[src/rtl/bram_rr_arbiter_pkg.sv]
// Shared types and widths for the two-port BRAM round-robin arbiter.
package bram_arb_pkg;

  typedef enum logic [1:0] {
    IDLE = 2'b00,
    OWN0 = 2'b01,
    OWN1 = 2'b10
  } owner_t;

  localparam int unsigned RUN_W  = 3;
  localparam int unsigned STAT_W = 16;

  localparam logic [RUN_W-1:0] RUN_MAX = '1;

endpackage

[src/rtl/bram_rr_arbiter_if.sv]
// Bus bundle between the two requesters, the arbiter and the BRAM macro.
interface bram_rr_arbiter_if #(
  parameter int unsigned ADDR_W = 12,
  parameter int unsigned DATA_W = 32
);
  localparam int unsigned BE_W = DATA_W / 8;

  logic              REQ0_VALID, REQ1_VALID;
  logic              REQ0_WRITE, REQ1_WRITE;
  logic              REQ0_LOCK,  REQ1_LOCK;
  logic [ADDR_W-1:0] REQ0_ADDR,  REQ1_ADDR;
  logic [DATA_W-1:0] REQ0_WDATA, REQ1_WDATA;
  logic [BE_W-1:0]   REQ0_BE,    REQ1_BE;
  logic              REQ0_READY, REQ1_READY;
  logic              RSP0_VALID, RSP1_VALID;
  logic [DATA_W-1:0] RSP0_RDATA, RSP1_RDATA;
  logic              BRAM_EN;
  logic [BE_W-1:0]   BRAM_WE;
  logic [ADDR_W-1:0] BRAM_ADDR;
  logic [DATA_W-1:0] BRAM_WDATA;
  logic [DATA_W-1:0] BRAM_RDATA;

  modport master (
    output REQ0_VALID, REQ0_WRITE, REQ0_LOCK, REQ0_ADDR, REQ0_WDATA, REQ0_BE,
    output REQ1_VALID, REQ1_WRITE, REQ1_LOCK, REQ1_ADDR, REQ1_WDATA, REQ1_BE,
    input  REQ0_READY, REQ1_READY, RSP0_VALID, RSP1_VALID, RSP0_RDATA, RSP1_RDATA,
    input  BRAM_EN, BRAM_WE, BRAM_ADDR, BRAM_WDATA,
    output BRAM_RDATA
  );

  modport slave (
    input  REQ0_VALID, REQ0_WRITE, REQ0_LOCK, REQ0_ADDR, REQ0_WDATA, REQ0_BE,
    input  REQ1_VALID, REQ1_WRITE, REQ1_LOCK, REQ1_ADDR, REQ1_WDATA, REQ1_BE,
    output REQ0_READY, REQ1_READY, RSP0_VALID, RSP1_VALID, RSP0_RDATA, RSP1_RDATA,
    output BRAM_EN, BRAM_WE, BRAM_ADDR, BRAM_WDATA,
    input  BRAM_RDATA
  );

endinterface

[src/rtl/bram_rr_arbiter_pick.sv]
// Combinational winner selection: round-robin with a bounded ownership lock.
module bram_arb_pick
  import bram_arb_pkg::*;
#(
  parameter int unsigned HOLD_MAX = 4
) (
  input  logic [1:0]       valid,
  input  logic [1:0]       lock,
  input  owner_t           owner,
  input  logic [RUN_W-1:0] run,
  output logic [1:0]       gnt
);

  logic under_limit;

  assign under_limit = 32'(run) < HOLD_MAX;

  always_comb begin
    gnt = 2'b00;
    case (valid)
      2'b01: gnt = 2'b01;
      2'b10: gnt = 2'b10;
      2'b11: begin
        // Contended: owner keeps the bus only while locked and under the beat bound.
        case (owner)
          OWN0:    gnt = (lock[0] && under_limit) ? 2'b01 : 2'b10;
          OWN1:    gnt = (lock[1] && under_limit) ? 2'b10 : 2'b01;
          default: gnt = 2'b01;
        endcase
      end
      default: gnt = 2'b00;
    endcase
  end

endmodule

[src/rtl/bram_rr_arbiter.sv]
// Two-port round-robin arbiter in front of a single-port read-first BRAM.
// Optional grant/conflict counters are built when ARB_STATS_EN is defined.
module bram_rr_arbiter
  import bram_arb_pkg::*;
#(
  parameter int unsigned ADDR_W   = 12,
  parameter int unsigned DATA_W   = 32,
  parameter int unsigned HOLD_MAX = 4
) (
  input  logic              CLK,
  input  logic              RESET,
`ifdef ARB_STATS_EN
  input  logic              STAT_CLR,
  output logic [STAT_W-1:0] STAT_GNT0,
  output logic [STAT_W-1:0] STAT_GNT1,
  output logic [STAT_W-1:0] STAT_CONFLICT,
`endif
  bram_rr_arbiter_if.slave  bus
);

  localparam int unsigned BE_W = DATA_W / 8;

  logic [1:0]        valid;
  logic [1:0]        lock;
  logic [1:0]        gnt;
  owner_t            owner_q, owner_d, win_owner;
  logic [RUN_W-1:0]  run_q, run_d;
  logic [1:0]        rd_pend_q;
  logic [ADDR_W-1:0] addr_sel;
  logic [DATA_W-1:0] wdata_sel;
  logic [BE_W-1:0]   we_sel;

  // Gating with RESET keeps every handshake and BRAM output quiet while held in reset.
  assign valid = {bus.REQ1_VALID, bus.REQ0_VALID} & {2{RESET}};
  assign lock  = {bus.REQ1_LOCK, bus.REQ0_LOCK};

  bram_arb_pick #(
    .HOLD_MAX (HOLD_MAX)
  ) u_pick (
    .valid (valid),
    .lock  (lock),
    .owner (owner_q),
    .run   (run_q),
    .gnt   (gnt)
  );

  always_ff @(posedge CLK or negedge RESET) begin
    if (!RESET) begin
      owner_q <= IDLE;
      run_q   <= '0;
    end else begin
      owner_q <= owner_d;
      run_q   <= run_d;
    end
  end

  always_comb begin
    owner_d   = IDLE;
    run_d     = '0;
    win_owner = IDLE;
    if (gnt[0])      win_owner = OWN0;
    else if (gnt[1]) win_owner = OWN1;
    if (win_owner != IDLE) begin
      owner_d = win_owner;
      if (win_owner == owner_q) run_d = (run_q == RUN_MAX) ? run_q : run_q + 1'b1;
      else                      run_d = RUN_W'(1);
    end
  end

  always_comb begin
    addr_sel  = '0;
    wdata_sel = '0;
    we_sel    = '0;
    if (gnt[0]) begin
      addr_sel  = bus.REQ0_ADDR;
      wdata_sel = bus.REQ0_WDATA;
      we_sel    = bus.REQ0_WRITE ? bus.REQ0_BE : '0;
    end else if (gnt[1]) begin
      addr_sel  = bus.REQ1_ADDR;
      wdata_sel = bus.REQ1_WDATA;
      we_sel    = bus.REQ1_WRITE ? bus.REQ1_BE : '0;
    end
  end

  assign bus.REQ0_READY = gnt[0];
  assign bus.REQ1_READY = gnt[1];
  assign bus.BRAM_EN    = |gnt;
  assign bus.BRAM_WE    = we_sel;
  assign bus.BRAM_ADDR  = addr_sel;
  assign bus.BRAM_WDATA = wdata_sel;

  // One flag per port marks a read whose data the BRAM presents next cycle.
  always_ff @(posedge CLK or negedge RESET) begin
    if (!RESET) rd_pend_q <= '0;
    else        rd_pend_q <= gnt & ~{bus.REQ1_WRITE, bus.REQ0_WRITE};
  end

  assign bus.RSP0_VALID = rd_pend_q[0];
  assign bus.RSP1_VALID = rd_pend_q[1];
  assign bus.RSP0_RDATA = rd_pend_q[0] ? bus.BRAM_RDATA : '0;
  assign bus.RSP1_RDATA = rd_pend_q[1] ? bus.BRAM_RDATA : '0;

`ifdef ARB_STATS_EN
  always_ff @(posedge CLK or negedge RESET) begin
    if (!RESET) begin
      STAT_GNT0     <= '0;
      STAT_GNT1     <= '0;
      STAT_CONFLICT <= '0;
    end else if (STAT_CLR) begin
      STAT_GNT0     <= '0;
      STAT_GNT1     <= '0;
      STAT_CONFLICT <= '0;
    end else begin
      if (gnt[0] && STAT_GNT0 != '1)          STAT_GNT0     <= STAT_GNT0 + 1'b1;
      if (gnt[1] && STAT_GNT1 != '1)          STAT_GNT1     <= STAT_GNT1 + 1'b1;
      if ((&valid) && STAT_CONFLICT != '1)    STAT_CONFLICT <= STAT_CONFLICT + 1'b1;
    end
  end
`endif

endmodule

[src/flat_wrapper.sv]
// flat-port wrapper written by rule: the top's interface ports become plain ports
module bram_rr_arbiter_flat import bram_arb_pkg::*;
#(
  parameter int unsigned ADDR_W   = 12,
  parameter int unsigned DATA_W   = 32,
  parameter int unsigned HOLD_MAX = 4
)
  (CLK, RESET, bus_REQ0_VALID, bus_REQ0_WRITE, bus_REQ0_LOCK, bus_REQ0_ADDR, bus_REQ0_WDATA, bus_REQ0_BE, bus_REQ1_VALID, bus_REQ1_WRITE, bus_REQ1_LOCK, bus_REQ1_ADDR, bus_REQ1_WDATA, bus_REQ1_BE, bus_REQ0_READY, bus_REQ1_READY, bus_RSP0_VALID, bus_RSP1_VALID, bus_RSP0_RDATA, bus_RSP1_RDATA, bus_BRAM_EN, bus_BRAM_WE, bus_BRAM_ADDR, bus_BRAM_WDATA, bus_BRAM_RDATA);
  bram_rr_arbiter_if #(.ADDR_W(ADDR_W), .DATA_W(DATA_W)) bus_i ();
  input  logic CLK;
  input  logic RESET;
  input wire logic [$bits(bus_i.REQ0_VALID)-1:0] bus_REQ0_VALID;
  input wire logic [$bits(bus_i.REQ0_WRITE)-1:0] bus_REQ0_WRITE;
  input wire logic [$bits(bus_i.REQ0_LOCK)-1:0] bus_REQ0_LOCK;
  input wire logic [$bits(bus_i.REQ0_ADDR)-1:0] bus_REQ0_ADDR;
  input wire logic [$bits(bus_i.REQ0_WDATA)-1:0] bus_REQ0_WDATA;
  input wire logic [$bits(bus_i.REQ0_BE)-1:0] bus_REQ0_BE;
  input wire logic [$bits(bus_i.REQ1_VALID)-1:0] bus_REQ1_VALID;
  input wire logic [$bits(bus_i.REQ1_WRITE)-1:0] bus_REQ1_WRITE;
  input wire logic [$bits(bus_i.REQ1_LOCK)-1:0] bus_REQ1_LOCK;
  input wire logic [$bits(bus_i.REQ1_ADDR)-1:0] bus_REQ1_ADDR;
  input wire logic [$bits(bus_i.REQ1_WDATA)-1:0] bus_REQ1_WDATA;
  input wire logic [$bits(bus_i.REQ1_BE)-1:0] bus_REQ1_BE;
  output wire logic [$bits(bus_i.REQ0_READY)-1:0] bus_REQ0_READY;
  output wire logic [$bits(bus_i.REQ1_READY)-1:0] bus_REQ1_READY;
  output wire logic [$bits(bus_i.RSP0_VALID)-1:0] bus_RSP0_VALID;
  output wire logic [$bits(bus_i.RSP1_VALID)-1:0] bus_RSP1_VALID;
  output wire logic [$bits(bus_i.RSP0_RDATA)-1:0] bus_RSP0_RDATA;
  output wire logic [$bits(bus_i.RSP1_RDATA)-1:0] bus_RSP1_RDATA;
  output wire logic [$bits(bus_i.BRAM_EN)-1:0] bus_BRAM_EN;
  output wire logic [$bits(bus_i.BRAM_WE)-1:0] bus_BRAM_WE;
  output wire logic [$bits(bus_i.BRAM_ADDR)-1:0] bus_BRAM_ADDR;
  output wire logic [$bits(bus_i.BRAM_WDATA)-1:0] bus_BRAM_WDATA;
  input wire logic [$bits(bus_i.BRAM_RDATA)-1:0] bus_BRAM_RDATA;
  assign bus_i.REQ0_VALID = bus_REQ0_VALID;
  assign bus_i.REQ0_WRITE = bus_REQ0_WRITE;
  assign bus_i.REQ0_LOCK = bus_REQ0_LOCK;
  assign bus_i.REQ0_ADDR = bus_REQ0_ADDR;
  assign bus_i.REQ0_WDATA = bus_REQ0_WDATA;
  assign bus_i.REQ0_BE = bus_REQ0_BE;
  assign bus_i.REQ1_VALID = bus_REQ1_VALID;
  assign bus_i.REQ1_WRITE = bus_REQ1_WRITE;
  assign bus_i.REQ1_LOCK = bus_REQ1_LOCK;
  assign bus_i.REQ1_ADDR = bus_REQ1_ADDR;
  assign bus_i.REQ1_WDATA = bus_REQ1_WDATA;
  assign bus_i.REQ1_BE = bus_REQ1_BE;
  assign bus_REQ0_READY = bus_i.REQ0_READY;
  assign bus_REQ1_READY = bus_i.REQ1_READY;
  assign bus_RSP0_VALID = bus_i.RSP0_VALID;
  assign bus_RSP1_VALID = bus_i.RSP1_VALID;
  assign bus_RSP0_RDATA = bus_i.RSP0_RDATA;
  assign bus_RSP1_RDATA = bus_i.RSP1_RDATA;
  assign bus_BRAM_EN = bus_i.BRAM_EN;
  assign bus_BRAM_WE = bus_i.BRAM_WE;
  assign bus_BRAM_ADDR = bus_i.BRAM_ADDR;
  assign bus_BRAM_WDATA = bus_i.BRAM_WDATA;
  assign bus_i.BRAM_RDATA = bus_BRAM_RDATA;
  bram_rr_arbiter #(.ADDR_W(ADDR_W), .DATA_W(DATA_W), .HOLD_MAX(HOLD_MAX)) u_core (.CLK(CLK), .RESET(RESET), .bus(bus_i));
endmodule
[config.mk]
export PLATFORM = sky130hd
export DESIGN_NAME = bram_rr_arbiter_flat
export DESIGN_NICKNAME = d
export VERILOG_FILES = /design/src/rtl/bram_rr_arbiter_pkg.sv /design/src/rtl/bram_rr_arbiter_if.sv /design/src/rtl/bram_rr_arbiter_pick.sv /design/src/rtl/bram_rr_arbiter.sv /design/src/flat_wrapper.sv
export SDC_FILE = /design/constraint.sdc
export NUM_CORES = 1
export LEC_CHECK = 0
export CAP_MARGIN = 40
export CELL_PAD_IN_SITES_DETAIL_PLACEMENT = 1
export CELL_PAD_IN_SITES_GLOBAL_PLACEMENT = 1
export CORE_UTILIZATION = 13
export CTS_CLUSTER_DIAMETER = 80
export DETAILED_ROUTE_END_ITERATION = 10
export GPL_TIMING_DRIVEN = 0
export HOLD_SLACK_MARGIN = 0.06
export PLACE_DENSITY = 0.87
export SLEW_MARGIN = 0
export SYNTH_ARGS = -nofsm -noshare
export SYNTH_HDL_FRONTEND = slang
export SYNTH_SLANG_ARGS = --single-unit
[constraint.sdc]
create_clock -name CLK -period 3.9 [get_ports CLK]
set_input_delay 0.585 -clock CLK [delete_from_list [all_inputs] [get_ports CLK]]
set_output_delay 0.585 -clock CLK [all_outputs]
set_load 0.02 [all_outputs]
==> results.yml <==
drt:
  vias_per_cell: 4.445
  wl_um: 9540
  drt-initial-drc-count: 87
  vias: 2596
  drtPass1Iterations: 4
  drc: 0
  ant_nets: 0
  wl_per_cell_um: 16.34
final_layout:
  instances_no_fill: 584
  drive_above_1_share_pct: 4.054
  antenna_cells: 0
  final_cell_mix: "252 x clkdlybuf4s50_1, 67 x and2_1, 44 x a32o_1"
  fin_nets: 585
  syn2layout_area_growth_pct: 188.5
  layout_commonest_cell: "clkdlybuf4s50_1"
synthesis:
  synthDistinctLibCells: 26
  syn_area_um2: 1474
  yosys_warnings: 0
  synth_fp_nets: 328
  ys_seq_area_share_pct: 11.88
  ys_ff_latch: 7
  avgSynthCellArea_um2: 7.840
  syn_inst: 188
power_and_ir_drop:
  leakage_nw: 1.543
  clkPwrFrac_pct: 25.8
  sw_frac_of_total_pct: 31.77
  p_comb_share_pct: 62.4
  peakVddDrop_mv: 0.1060
  pwr-share-seq_pct: 11.8
  power.switching_mw: 0.2135
  intPower_mw: 0.4587
  powerDensity_nw_per_um2: 158.1
floorplanning:
  io_pins: 253
  dieArea_um2: 11770
  core_um2: 10940
  dieWidth_um: 108.5
  initial_utilization_pct: 13.48
  num_rows: 38
  die_h_um: 108.5
sta:
  setup-tns-final_ns: 0
  rsz0062_at_grt: "false"
  setup_ws_ns: 0.2371
  worstMarginPinSlew_ns: 0.4675
  skew_ns: 0.0008820
  fin_crit_ns: 3.663
  max_freq_mhz: 273.0
  hold_viol: 0
  holdWs_ns: 0.6502
  slew-limit-headroom_pct: 68.84
  setup_viol: 0
  post-route-period-util_pct: 93.92
  maxSlewViolCount: 0
clock_network:
  clk_path_buf_depth: 2
  cts.reportedPaths.clkPinSlew_ns: 0.04
  h-tree-depth: 1
  insertion_delay_ns: 0.23
  root_buffer: "clkbuf_16"
  numCtsBuffers: 3
  cts_sinks: 7
  cts_tree: "built"
setup_path:
  endpoint_kind: "output port"
  required_ns: 3.31
  start_kind: "primary input"
  crit_fanout: 10
  criticalPathCategory: "primary input to output port"
  arrival_ns: 3.08
flow_run:
  drv_cap: 0
placed_design:
  gp_congestion: 0.7903
  dp_hpwl_um: 8293
  pre_cts_ws_ns: 0.05617
  dpl.cell_count: 580
  io_buffers: 252
global_route:
  grt_max_degree: 12
  grt_pass1_vias: 2807
  antenna_found_initial: 0
  grt.total_usage_pct: 15.19
  grt_pass1_wl_um: 14080
  overflow: 0
hold_path:
  hp-class: "primary input to asynchronous set/reset pin"
status:
  status: "finished clean"
[path summary, 6_finish.rpt]
| kind | startpoint | depth (start not counted) | endpoint | slack (ns) |
|---|---|---|---|---|
| max | RESET | 8 | bus_BRAM_WDATA[4] | 0.24 |
| min | RESET | 1 | u_core.owner_q[1] | 0.65 |
| max reg2reg | u_core.owner_q[0] | 6 | u_core.owner_q[1] | 1.82 |
| min reg2reg | u_core.owner_q[1] | 2 | u_core.run_q[0] | 0.65 |
| max in group asynchronous | RESET | 1 | u_core.rd_pend_q[0] | 2.97 |
| min in group CLK | u_core.owner_q[1] | 2 | u_core.run_q[0] | 0.65 |
[state kept, by name, summed over array words and instances (netlist names)]
signal and cells:
u_core.owner_q 2, u_core.rd_pend_q 2, u_core.run_q 3
[critical path, cell delays in order]
cell             delay [ns]
clkdlybuf4s50_1        0.70
and2_1                 0.19
clkbuf_1               0.31
and2_4                 0.23
buf_6                  0.14
buf_6                  0.14
a32o_1                 0.13
clkdlybuf4s50_1        0.63
[synth_stat cells]
cell type | number | area (µm²)
o32a_1 | 1 | 10.01
nand4_1 | 6 | 37.54
xnor2_1 | 1 | 8.760
buf_2 | 5 | 25.02
nor2b_1 | 2 | 12.51
nand2b_1 | 4 | 25.02
buf_6 | 3 | 33.78
clkbuf_1 | 14 | 52.55
nor3_1 | 1 | 5.000
o311ai_0 | 1 | 8.760
a32o_1 | 44 | 440.4
mux2_2 | 2 | 22.52
o31ai_1 | 1 | 7.510
a22o_1 | 1 | 8.760
and2_4 | 1 | 8.760
dfrtp_1 | 7 | 175.2
nor2_1 | 3 | 11.26
o21a_1 | 1 | 7.510
inv_1 | 4 | 15.01
a221o_1 | 1 | 10.01
o21ai_2 | 1 | 8.760
ha_1 | 4 | 50.05
and2_1 | 67 | 419.2
a21bo_2 | 1 | 10.01
o21ai_0 | 6 | 30.03
nand3_1 | 6 | 30.03
[cell type report]
type	count	area, µm²
Fill cell	1290	6683
Multi-Input combinational cell	155	1172
Buffer	22	113.9
Inverter	4	15.01
Timing Repair Buffer	252	2522
Clock buffer	4	78.83
Sequential cell	7	175.2
Tap cell	140	175.2
[stage by stage]
stage	instance area [µm²]	utilization [%]	power, mW
finish	4253	38.89	0.6722
global route	4253	38.89	0.7040
global placement	4172	38.15	0.4918
CTS	4250	38.87	0.6767
detailed placement	4172	38.15	0.5002
floorplan	1474	-	0.2349
[layer usage]
metal	share of wire (%)	track usage, %	wire length, µm
met5	0	0	0
met4	2.1	5.019	201
met3	7.6	3.617	722
met2	55	30.65	5280
met1	35	14.81	3335
[power groups by stage]
| stage | logic, mW | registers (mW) | clock network [mW] |
|---|---|---|---|
| after floorplan | 0.155 | 0.0801 | 0 |
| after global placement | 0.412 | 0.0800 | 0 |
| after detailed placement | 0.420 | 0.0803 | 0 |
| after CTS | 0.423 | 0.0794 | 0.174 |
| after global routing | 0.444 | 0.0799 | 0.180 |
| final | 0.420 | 0.0793 | 0.173 |
[logic make-up after synthesis]
group / Yosys count / share of synthesized area [%]
AND/OR/NAND/NOR: 90 / 37.27
AO/OA/AOI/OAI: 58 / 36.76
buffers and inverters: 26 / 8.573
flip-flops: 7 / 11.88
adder cells (fa/ha/maj): 4 / 3.396
multiplexers: 2 / 1.528
XOR/XNOR: 1 / 0.5943
[what timing repair did]
action                                  in CTS  in global routing
buffers inserted                             0                  0
endpoints found under the setup margin       0                 11
gates resized for setup                      0                  4
hold buffers                                 0                  0
No activity file was read; power rests on OpenSTA's default activity.
==> patch (config.mk and constraints unchanged) <==
The package constant `RUN_W` goes from 3 to 4.
--- a/src/rtl/bram_rr_arbiter_pkg.sv
+++ b/src/rtl/bram_rr_arbiter_pkg.sv
@@ -8,5 +8,5 @@
   } owner_t;
 
-  localparam int unsigned RUN_W  = 3;
+  localparam int unsigned RUN_W  = 4;
   localparam int unsigned STAT_W = 16;
 
Behaviour: no difference found for any inputs over 10 cycles, from zero or initial values and one cycle with RESET low; that may be too few to reach the edited logic, so the function may still have changed.
==> patch against the original RTL <==
- total power fell by 14%
- routed wire length rose by 6.4%
- combinational power fell by 7.6%
- final area fell by 1.3%
- setup slack got worse by 0.10 ns
- sequential cell count rose by 1
- synthesized area fell by 0.59%
- largest cell class unchanged
==> patch: results (changes against the original RTL) <==
Synth
  • Register area share after synthesis: 13.7% (+1.8 points)
  • Syn nets: 327 (-0.30%)
  • Main area contributors after synthesis: and2_1 (29%), a22o_1 (27%), dfrtp_1 (14%), a32o_1 (2.7%), clkbuf_1 (2.6%)
  • Top FF cell, synth: dfrtp_1
  • Yosys warnings: 0 (unchanged)
  • Synth cell types: 35 (+35%)
  • Top cells by count, synth: and2_1 (68), a22o_1 (45), clkbuf_1 (10), dfrtp_1 (8), buf_2 (5)

Route
  • Vias: 2561 (-1.3%)
  • Routed Antenna Nets: 0 (unchanged)
  • First DRT Iteration DRCs: 91 (+4.6%)
  • WL per Instance: 17.4 um (+6.7%)

Critical path
  • Reg2reg setup slack: 1.75 ns (-0.07 ns)
  • Worst r2r path cells: 7 (+1)
  • Worst stage delay on the critical path: 0.55 ns (-0.15 ns)
  • Worst r2r dst: u_core.run_q[0]$_DFFE_PN0P_
  • Reg2reg start: u_core.owner_q[1]$_DFF_PN0_
  • Critical Path AT: 3.18 ns (+0.10 ns)

Cells and area
  • # fillers: 1264 (-2.0%)
  • Layout Nets: 583 (-0.34%)
  • Num sequential: 8 (+1)
  • Top reg by flops: u_core.run_q
  • Multi-input gates: 157 (+1.3%)
  • Biggest regs: u_core.run_q: 4 flops, u_core.owner_q: 2 flops, u_core.rd_pend_q: 2 flops
  • Layout cells sized above 1: 3.62% (-0.43 points)
  • Clock-cell share: 0.984% (-0.87 points)
  • NonClk Buf Share: 62.4% (+0.37 points)
  • Bufs w/o clock: 270 (-1.5%)
  • Multi-input logic area: 0.00115 mm2 (-2.0%)

Clock tree
  • Number of gates resized after CTS: 1 (+1)
  • CTS root buffer: clkbuf_8

GRT
  • Antenna violations before repair: 0 (unchanged)
  • GRT Resource Usage Total: 16.1% (+0.86 points)
  • Largest net degree at the start of global routing: 14 (+2)
  • Vias in the first global route: 2664 (-5.1%)

STA
  • Fin Clk Skew: 0.00175 ns (+0.000868 ns)
  • Slew @ Worst Pin: 0.481 ns (+0.0131 ns)

Outcome
  • Status: finished clean

Place
  • Hpwl dp: 9.07 mm (+9.4%)
  • Dpl ws: -0.191 ns (-0.247 ns)
  • Gpl congestion: 0.801 (+1.4%)

Pwr
  • Maximum VDD drop: 67.7 uV (-36%)
  • Static leakage: 0.00161 uW (+4.6%)
## patch: changes by cell type after synthesis, moves of 4 or more
cell,change
a22o_1,+44
a32o_1,-40
clkbuf_1,-4
nand3_1,-4
nand4_1,-4
o21ai_0,-4
## patch: cells by family after synthesis
| group | count (synthesis) | share of synthesized area (%) |
|---|---|---|
| simple gates | 89 | 38.0 |
| flops | 8 | 13.7 |
| compound gates | 62 | 35.9 |
| xor+xnor | 1 | 0.598 |
| fa+ha+maj | 3 | 2.56 |
| mux | 2 | 1.37 |
| buf+inv | 23 | 7.94 |
## patch: stage by stage
stage / std cells / instance area, um2
after detailed placement: 580 / 4160
after global placement: 580 / 4160
after CTS: 583 / 4200
after floorplan: 188 / 1470
after global routing: 582 / 4200
final: 582 / 4200
## patch: metal layers
| metal | wire length, um | vias up | part of all wire, % | global-route usage (%) |
|---|---|---|---|---|
| li1 | - | 1201 | - | - |
| met1 | 3820 | 1188 | 38 | 17.9 |
| met2 | 5240 | 158 | 52 | 29.8 |
| met3 | 910 | 14 | 9.0 | 4.16 |
| met4 | 176 | 0 | 1.7 | 4.50 |
| met5 | 0 | - | 0 | 0 |
## patch: worst max-delay path by stage
stage                             start            endpoint  slack [ns]  cells after the start
after floorplan           bus_REQ0_LOCK  bus_BRAM_WDATA[12]        1.28                      7
after global placement            RESET  bus_BRAM_WDATA[23]       -0.11                      8
after detailed placement          RESET  bus_BRAM_WDATA[23]       -0.19                      8
after CTS                 bus_REQ0_LOCK    bus_BRAM_ADDR[8]        0.06                      8
after global routing      bus_REQ0_LOCK   bus_BRAM_WDATA[5]        0.01                      8
final                     bus_REQ0_LOCK  bus_BRAM_WDATA[10]        0.14                      8
## patch: power by group
group	internal [uW]	switching [uW]
Combinational	234	154
Sequential	86.1	3.88
Clock	66.8	31.4
